$ cat src/rtl/bcd_pkg.sv
// Shared types, codes and sizing helper for the sequential binary-to-BCD converter.
package bcd_pkg;

    typedef logic [3:0] bcd_digit_t;

    typedef enum logic [1:0] {
        IDLE  = 2'd0,
        SHIFT = 2'd1,
        DONE  = 2'd2
    } conv_state_t;

    localparam bcd_digit_t BCD_ERR   = 4'hE;
    localparam bcd_digit_t BCD_BLANK = 4'hF;

    // Decimal digits needed to hold any bin_w-bit unsigned value: ceil(bin_w*log10(2)).
    function automatic int bcd_digits_for(input int bin_w);
        return (bin_w * 301 + 999) / 1000;
    endfunction

endpackage

$ cat src/rtl/bcd_add3.sv
// Double-dabble digit correction: adds 3 to a BCD digit of 5 or more before the shift.
module bcd_add3
    import bcd_pkg::*;
(
    input  bcd_digit_t digit_i,
    output bcd_digit_t digit_o
);

    assign digit_o = (digit_i >= 4'd5) ? digit_i + 4'd3 : digit_i;

endmodule

$ cat src/rtl/bcd_convert_seq.sv
// Sequential shift-add-3 binary-to-BCD converter with valid/ready handshakes on both sides.
// Optional build macro BCD_BLANK_EN replaces leading-zero digits above digit 0 with the blank code.
module bcd_convert_seq
    import bcd_pkg::*;
#(
    parameter int BIN_W  = 7,
    parameter int DIGITS = 2
) (
    input  logic                  clk,
    input  logic                  rst_n,
    input  logic                  in_valid,
    output logic                  in_ready,
    input  logic [BIN_W-1:0]      bin_in,
    output logic                  out_valid,
    input  logic                  out_ready,
    output logic [4*DIGITS-1:0]   bcd_out,
    output logic                  overflow
);

    localparam int INT_DIGITS = bcd_digits_for(BIN_W);
    localparam int SCR_W      = 4 * INT_DIGITS;
    localparam int OUT_W      = 4 * DIGITS;
    localparam int EXT_D      = (DIGITS > INT_DIGITS) ? DIGITS : INT_DIGITS;
    localparam int EXT_W      = 4 * EXT_D;
    localparam int CNT_W      = $clog2(BIN_W + 1);

    conv_state_t        state_q;
    logic [CNT_W-1:0]   cnt_q;
    logic [BIN_W-1:0]   bin_q;
    logic [SCR_W-1:0]   scr_q;
    logic [OUT_W-1:0]   bcd_q;
    logic               ovf_q;
    logic               out_valid_q;
    logic               in_ready_q;

    logic [SCR_W-1:0]   adj;
    logic [SCR_W-1:0]   scr_d;
    logic [BIN_W-1:0]   bin_d;
    logic [EXT_W-1:0]   scr_ext;
    logic [OUT_W-1:0]   fmt_bcd_d;
    logic               fmt_ovf_d;

    genvar gi;
    generate
        for (gi = 0; gi < INT_DIGITS; gi++) begin : g_add3
            bcd_add3 u_add3 (
                .digit_i (scr_q[4*gi +: 4]),
                .digit_o (adj[4*gi +: 4])
            );
        end
    endgenerate

    // The top adjusted bit is always 0 with a correctly sized scratch, so recirculating it
    // into the vacated binary LSB is equivalent to shifting in zero.
    assign scr_d   = {adj[SCR_W-2:0], bin_q[BIN_W-1]};
    assign bin_d   = {bin_q[BIN_W-2:0], adj[SCR_W-1]};
    assign scr_ext = EXT_W'(scr_q);

`ifdef BCD_BLANK_EN
    logic lead;
`endif

    always_comb begin
        fmt_ovf_d = 1'b0;
        fmt_bcd_d = '0;
        for (int i = DIGITS; i < EXT_D; i++) begin
            if (scr_ext[4*i +: 4] != 4'd0) fmt_ovf_d = 1'b1;
        end
        for (int i = 0; i < DIGITS; i++) begin
            fmt_bcd_d[4*i +: 4] = scr_ext[4*i +: 4];
        end
`ifdef BCD_BLANK_EN
        lead = 1'b1;
        for (int i = DIGITS - 1; i >= 1; i--) begin
            if (lead && fmt_bcd_d[4*i +: 4] == 4'd0) fmt_bcd_d[4*i +: 4] = BCD_BLANK;
            else lead = 1'b0;
        end
`endif
        if (fmt_ovf_d) fmt_bcd_d = {DIGITS{BCD_ERR}};
    end

    always_ff @(posedge clk or negedge rst_n) begin
        if (!rst_n) begin
            state_q     <= IDLE;
            cnt_q       <= '0;
            bin_q       <= '0;
            scr_q       <= '0;
            bcd_q       <= '0;
            ovf_q       <= 1'b0;
            out_valid_q <= 1'b0;
            in_ready_q  <= 1'b1;
        end else begin
            case (state_q)
                IDLE: begin
                    if (in_valid) begin
                        bin_q      <= bin_in;
                        scr_q      <= '0;
                        cnt_q      <= CNT_W'(BIN_W);
                        in_ready_q <= 1'b0;
                        state_q    <= SHIFT;
                    end
                end
                SHIFT: begin
                    if (cnt_q != '0) begin
                        scr_q <= scr_d;
                        bin_q <= bin_d;
                        cnt_q <= cnt_q - CNT_W'(1);
                    end else begin
                        bcd_q       <= fmt_bcd_d;
                        ovf_q       <= fmt_ovf_d;
                        out_valid_q <= 1'b1;
                        state_q     <= DONE;
                    end
                end
                DONE: begin
                    if (out_ready) begin
                        out_valid_q <= 1'b0;
                        in_ready_q  <= 1'b1;
                        state_q     <= IDLE;
                    end
                end
                default: begin
                    state_q     <= IDLE;
                    out_valid_q <= 1'b0;
                    in_ready_q  <= 1'b1;
                end
            endcase
        end
    end

    assign in_ready  = in_ready_q;
    assign out_valid = out_valid_q;
    assign bcd_out   = bcd_q;
    assign overflow  = ovf_q;

endmodule

$ cat config.mk
export PLATFORM = sky130hd
export DESIGN_NAME = bcd_convert_seq
export DESIGN_NICKNAME = d
export VERILOG_FILES = /design/src/rtl/bcd_pkg.sv /design/src/rtl/bcd_add3.sv /design/src/rtl/bcd_convert_seq.sv
export SDC_FILE = /design/constraint.sdc
export NUM_CORES = 1
export LEC_CHECK = 0
export ABC_AREA = 0
export CORE_ASPECT_RATIO = 1.4
export CORE_MARGIN = 1
export CORE_UTILIZATION = 25
export DETAILED_ROUTE_END_ITERATION = 8
export GPL_TIMING_DRIVEN = 0
export PLACE_DENSITY = 0.47
export SYNTH_ARGS = -nofsm -noshare
export SYNTH_HDL_FRONTEND = slang
export SYNTH_SLANG_ARGS = --single-unit
$ cat constraint.sdc
create_clock -name clk -period 3.8 [get_ports clk]
set_input_delay 1.14 -clock clk [delete_from_list [all_inputs] [get_ports clk]]
set_output_delay 1.14 -clock clk [all_outputs]
set_load 0.01 [all_outputs]
==> run summary, run 1 <==
================================================================================
Die Width .........................................................     71.83 um
Largest area contributor in the netlist ...........................      dfrtp_1
Maximum vdd drop ..................................................  0.0001722 V
Max_slew headroom .................................................       0.4534
Average detailed-routed wire length per instance ..................     14.28 um
Achievable frequency ..............................................    401.3 MHz
Startpoint of the worst-slack reg-to-reg timing path .............. scr_ext[8]$_DFFE_PN0P_
Arr. time, crit path ..............................................      1.35 ns
Final sum of negative setup slack .................................         0 ns
Hold depth ........................................................            2
Clock tree skew after final layout ................................  0.007390 ns
GRT Overall Usage .................................................       0.1171
Nature of the critical path startpoint ............................         flop
Gr ovfl total .....................................................            0
Number of global-route vias before repair .........................        1,323
Routability-driven placement congestion ratio .....................       0.7700
Critical path cell sequence ....................................... clkdlybuf4s50_1
Path depth of the worst reg2reg path ..............................            5
Top cells by instance count after synthesis ....................... dfrtp_1 (34), nand2_1 (18), nor2_1 (11), inv_1 (10), ha_1 (9)
Fraction of synthesized cell area taken by the top area cell type .       0.4985
Row Count .........................................................           35
Cell types occupying the most area after synthesis ................ dfrtp_1 (50%), ha_1 (6.6%), nand2_1 (4.0%)
Number of antenna violations at the first check in global routing .            0
Final Hold Viols ..................................................            0
Io pins ...........................................................           22
Category of the most critical setup path ..........................      reg2out
Share of async-settable or async-resettable flops after synthesis .        1.000
NumNets Final .....................................................          206
Stage delay of the slowest cell on the critical path ..............      0.54 ns
Final period utilization ..........................................       0.6558
Remaining design rule violation count .............................            0
Synthesized netlist net count .....................................          178
Worst path buffer plus inverter count .............................            1
Dominant synthesized flop cell ....................................      dfrtp_1
CP Launch Point ................................................... in_ready$_DFFE_PN1P_
Routed vias .......................................................        1,265
Hold-fix buffers, CTS .............................................            0
Leak pwr ..........................................................    0.9124 nW
Max-cap check violation count .....................................            0
Post-synthesis cell area ..........................................    1707 um^2
Initial core utilization ..........................................       0.2598
Number of gates resized after CTS .................................            0
Number of buffers added for setup after CTS .......................            0
Ys Warns ..........................................................            0
Fraction of final layout cells with drive strength greater than 1 .      0.09626
Seq/Total Area, Yosys .............................................       0.5139
Global-route wire length before repair ............................     6.444 mm
Antenna cell count ................................................            0
Count leader, synth ...............................................      dfrtp_1
TritonCTS clock tree ..............................................         done
Final setup violation count .......................................            0
Post-synthesis cell type count ....................................           35
Flop and latch count out of synthesis .............................           35
Final-layout worst hold slack .....................................    0.4769 ns
Unrepaired setup endpoints after global routing ...................        false
Critical path depth in cells ......................................            1
Worst Setup End Kind ..............................................   output pin
Power consumption .................................................     1.845 mW
Antenna-violating nets left .......................................            0
Crit path max-delay cell type .....................................      dfstp_2
CTS Buffer Depth ..................................................            2
Sinks on Clock Net ................................................           35
Clock root cell ...................................................     clkbuf_8
Routed wire length ................................................     3.728 mm
Maximum number of pins on one net before global-route repair ......           36
Class of the most critical hold timing path .......................      reg2reg
Count of flip-flops with a built-in enable after synthesis ........            0
Outcome ...........................................................    completed
Power per standard cell area ...................................... 884.6 nW/um^2
Clock-pin transition on the worst setup and hold timing paths .....      0.07 ns
Worst endpoint required time ......................................      2.66 ns
Detailed-placement wirelength estimate ............................     2.613 mm
First-pass iteration count of the detailed router .................            4
Kind of cell adding the most delay to the critical path ...........   flip-flops
Area added between synthesis and finish ...........................       22.21%
Worst Max-Slew Pin Slew ...........................................    0.8199 ns
Slew Limit Fails ..................................................            0
Die Outline Area ..................................................    7166 um^2
Synthesized area per cell .........................................   10.80 um^2
H-Tree Level Count ................................................            2
Final critical-path required period ...............................     2.492 ns
Launch instance of the worst min-delay path ....................... bcd_out[0]$_DFFE_PN0P_
Gate Count Post-Synth .............................................          158
DIE HEIGHT ........................................................     99.76 um
Vias per std cell .................................................        4.847
Port Buf Inserts ..................................................           21
Iteration-0 DRC Markers ...........................................           63
Skew-Pair Late Insertion Delay ....................................      0.29 ns
Area of the core ..................................................    6569 um^2
Filler Cells Inserted .............................................          684
Crit Path Max Fanout ..............................................            3
Number of buffers created by CTS ..................................            5
================================================================================
logic make-up after synthesis:
group,Yosys count,share of synthesized area
compound gates,49,0.2075
simple gates,41,0.1173
flops,35,0.5139
buf+inv,17,0.05719
fa+ha+maj,9,0.06598
xor+xnor,4,0.02053
mux,3,0.01760
sequential cells by signal, summed over array words and instances (netlist names):
| signal | flops |
|---|---|
| bin_q | 7 |
| cnt_q | 3 |
| bcd_out | 8 |
| out_valid | 1 |
| scr_ext | 12 |
| overflow | 1 |
| in_ready | 1 |
| state_q | 2 |
report_power, final:
group	switching [mW]	internal [mW]	total (mW)
Clock	0.136	0.129	0.265
Sequential	0.114	0.547	0.661
Combinational	0.471	0.448	0.919
per-layer routing:
| metal | GRT usage | vias up | routed length [um] |
|---|---|---|---|
| li1 | - | 613 | - |
| met1 | 0.1371 | 631 | 1684 |
| met2 | 0.2068 | 14 | 1903 |
| met3 | 0.01824 | 7 | 55 |
| met4 | 0.05430 | 0 | 84 |
| met5 | 0 | - | 0 |
stage by stage:
| step | utilization | std cells | worst slack (ns) | cell area (um^2) |
|---|---|---|---|---|
| 2_1_floorplan | - | 158 | 1.932 | 1707 |
| 3_3_place_gp | 0.3059 | 253 | 0.6979 | 2009 |
| 3_5_place_dp | 0.3051 | 253 | 1.282 | 2004 |
| 4_1_cts | 0.3175 | 261 | 1.296 | 2086 |
| 5_1_grt | 0.3175 | 261 | 1.273 | 2086 |
| 6_report | 0.3175 | 261 | 1.308 | 2086 |
area by class of cell:
class	instances	area (um^2)	area share
clock inverter	1	5.005	0.002400
inverter	11	53.80	0.02579
multi-input combinational	106	732.0	0.3509
buffer	6	43.79	0.02100
timing repair buffer	21	205.2	0.09838
sequential	35	877.1	0.4205
clock buffer	7	76.32	0.03659
tap	74	92.59	0.04439
final timing paths:
kind	to	slack, ns
max	in_ready	1.31
min	bcd_out[0]$_DFFE_PN0P_	0.48
max reg2reg	bcd_out[1]$_DFFE_PN0P_	2.00
min reg2reg	bcd_out[0]$_DFFE_PN0P_	0.48
max in group asynchronous	bin_q[4]$_DFFE_PN0P_	2.33
min in group asynchronous	bcd_out[5]$_DFFE_PN0P_	0.94
cell usage in the layout, fill, tap and decap left out, drive strengths merged, types with 2 or more instances in the layout:
master         synthesis  final
dfrtp                 34     34
a32o                   3      3
clkdlybuf4s50          0     20
o22a                   7      7
a22o                   4      4
nor3b                  2      2
nand2b                 5      5
o21ai                  8      8
clkbuf                 1      8
ha                     9      9
a21oi                  7      7
nor2                  11     11
clkinv                 1      2
o22ai                  4      4
a31oi                  7      7
xnor2                  3      3
nand2                 19     19
mux2i                  3      3
buf                    5      6
inv                   10     10
o31ai                  4      4
Note: power is estimated with default switching activity, not from simulation.
==> run 2: changes to the inputs <==
--- a/config.mk
+++ b/config.mk
@@ -11,7 +11,7 @@
 export CORE_UTILIZATION = 25
 export DETAILED_ROUTE_END_ITERATION = 8
 export GPL_TIMING_DRIVEN = 0
-export PLACE_DENSITY = 0.47
+export PLACE_DENSITY = 0.49
 export SYNTH_ARGS = -nofsm -noshare
 export SYNTH_HDL_FRONTEND = slang
 export SYNTH_SLANG_ARGS = --single-unit
==> constraint.sdc (replaced) <==
create_clock -name clk -period 2.2 [get_ports clk]
set_input_delay 0.66 -clock clk [delete_from_list [all_inputs] [get_ports clk]]
set_output_delay 0.66 -clock clk [all_outputs]
set_load 0.01 [all_outputs]
==> run 2 against run 1 <==
  * Sequential power up 74%
  * Global-route usage down 0.25 points
  * Largest cell class unchanged
  * Combinational power increased by 72%
  * Critical endpoint unchanged
==> run summary, run 2 (synthesized netlist as in run 1, its figures left out) <==
================================================================================
GRT Overall Usage .................................................       0.1146   -0.002533
DIE HEIGHT ........................................................     99.76 um   unchanged
Arr. time, crit path ..............................................      1.35 ns   about the same
Class of the most critical hold timing path .......................     in2async
Worst-case setup slack after placement ............................    0.1510 ns   -1.131 ns
CTS Buffer Depth ..................................................            2   unchanged
Worst Max-Slew Pin Slew ...........................................    0.8212 ns   +0.001347 ns
Unrepaired setup endpoints after global routing ...................        false
Number of buffers added for setup after CTS .......................            0   unchanged
Non-filler cells, final ...........................................          259   -0.77%
H-Tree Level Count ................................................            2   unchanged
Initial core utilization ..........................................       0.2598   unchanged
Post-layout util ..................................................       0.3162   -0.001334
Row Count .........................................................           35   unchanged
Outcome ...........................................................    completed
Clock tree skew after final layout ................................  0.003156 ns   -0.004234 ns
Port Buf Inserts ..................................................           21   unchanged
Number of global-route vias before repair .........................        1,285   -2.9%
Remaining design rule violation count .............................            0   unchanged
Fraction of final layout cells with drive strength greater than 1 .      0.09189   -0.004365
Largest register FFs ..............................................           12   unchanged
Worst endpoint required time ......................................      1.54 ns   -1.12 ns
Final-layout worst hold slack .....................................    0.4639 ns   -0.01302 ns
Standard cell area after detailed placement .......................    2004 um^2   unchanged
Final critical-path required period ...............................     2.013 ns
Area added between synthesis and finish ...........................       21.70%
Routed vias .......................................................        1,267   +0.16%
Leak pwr ..........................................................    0.9074 nW   -0.56%
Worst Setup End Kind ..............................................   output pin
Maximum number of pins on one net before global-route repair ......           36   unchanged
Kind of cell adding the most delay to the critical path ...........   flip-flops
Stage delay of the slowest cell on the critical path ..............      0.54 ns   about the same
Global-route wire length before repair ............................     6.196 mm   -3.8%
Final sum of negative setup slack .................................         0 ns   unchanged
Least setup slack across all paths after layout ...................    0.1868 ns   -1.121 ns
Iteration-0 DRC Markers ...........................................           70   +11%
Number of antenna violations at the first check in global routing .            0   unchanged
Achievable frequency ..............................................    496.7 MHz
Clock root cell ...................................................     clkbuf_8
Area of the core ..................................................    6569 um^2   unchanged
Sinks on Clock Net ................................................           35   unchanged
Power per standard cell area ...................................... 1525 nW/um^2   +72%
Power consumption .................................................     3.167 mW   +72%
Critical path cell sequence ....................................... clkdlybuf4s50_1
Final setup violation count .......................................            0   unchanged
Max-cap check violation count .....................................            0   unchanged
Antenna-violating nets left .......................................            0   unchanged
Worst path buffer plus inverter count .............................            1   unchanged
Category of the most critical setup path ..........................      reg2out
Skew-Pair Late Insertion Delay ....................................      0.29 ns   about the same
Clock-pin transition on the worst setup and hold timing paths .....      0.07 ns   about the same
Die Width .........................................................     71.83 um   unchanged
Final period utilization ..........................................       0.9151
Most frequent cells in the layout ................................. dfrtp_1 (34), clkdlybuf4s50_1 (20), nand2_1 (18)
Number of buffers created by CTS ..................................            5   unchanged
First-pass iteration count of the detailed router .................            4   unchanged
Detailed-placement wirelength estimate ............................     2.608 mm   -0.20%
Max_slew headroom .................................................       0.4525   -0.0008980
Gr ovfl total .....................................................            0   unchanged
Nature of the critical path startpoint ............................         flop
Io pins ...........................................................           22   unchanged
Average detailed-routed wire length per instance ..................     14.25 um   -0.23%
TritonCTS clock tree ..............................................         done
Commonest non-fill, non-tap cell in the layout ....................      dfrtp_1
Maximum vdd drop ..................................................  0.0002839 V   +65%
Final Hold Viols ..................................................            0   unchanged
CP Launch Point ................................................... in_ready$_DFFE_PN1P_
NumNets Final .....................................................          206   unchanged
Die Outline Area ..................................................    7166 um^2   unchanged
Routability-driven placement congestion ratio .....................       0.7632   -0.88%
Hold-fix buffers, CTS .............................................            0   unchanged
Antenna cell count ................................................            0   unchanged
Number of gates resized after CTS .................................            0   unchanged
Startpoint of the worst-slack reg-to-reg timing path .............. cnt_q[0]$_DFFE_PN0P_
Slew Limit Fails ..................................................            0   unchanged
Crit Path Max Fanout ..............................................            3   unchanged
Final std cell area, no fill ......................................    2077 um^2   -0.42%
Vias per std cell .................................................        4.892   +0.93%
Routed wire length ................................................     3.691 mm   -0.99%
Inst Count DP .....................................................          253   unchanged
Crit path max-delay cell type .....................................      dfstp_2
================================================================================
==> run 2: cell types whose count changed in the layout (fill, tap and decap cells not counted), sizes merged <==
cell | before | now
clkbuf | 8 | 7
clkinv | 2 | 1
==> run 2: layout make-up <==
| type | instances | area, um^2 |
|---|---|---|
| Clock buffer | 6 | 72.57 |
| Tap cell | 74 | 92.59 |
| Sequential cell | 35 | 877.1 |
| Fill cell | 696 | 4492 |
| Inverter | 11 | 53.80 |
| Timing Repair Buffer | 21 | 205.2 |
| Multi-Input combinational cell | 106 | 732.0 |
| Buffer | 6 | 43.79 |
==> run 2: per-layer routing <==
layer,routed length [um],GRT usage,vias up,part of all wire
met3,50,0.01824,7,0.014
li1,-,-,614,-
met1,1601,0.1263,626,0.43
met2,1947,0.2061,20,0.53
met5,0,0,-,0
met4,90,0.06335,0,0.024
==> run 2: final timing paths <==
kind	endpoint	slack [ns]	cells past startpoint
worst max-delay path	in_ready	0.19	1
worst min-delay path	bcd_out[6]$_DFFE_PN0P_	0.46	1
worst max register to register	scr_ext[8]$_DFFE_PN0P_	0.42	8
worst min register to register	cnt_q[0]$_DFFE_PN0P_	0.46	1
max in group asynchronous	cnt_q[0]$_DFFE_PN0P_	1.22	1
min in group clk	cnt_q[0]$_DFFE_PN0P_	0.46	1
==> run 2: where the power goes <==
part           total (mW)  internal [mW]  leakage, nW  switching, mW
combinational        1.58          0.774        0.449          0.806
clock               0.436          0.211       0.0371          0.225
sequential           1.15          0.945        0.421          0.206
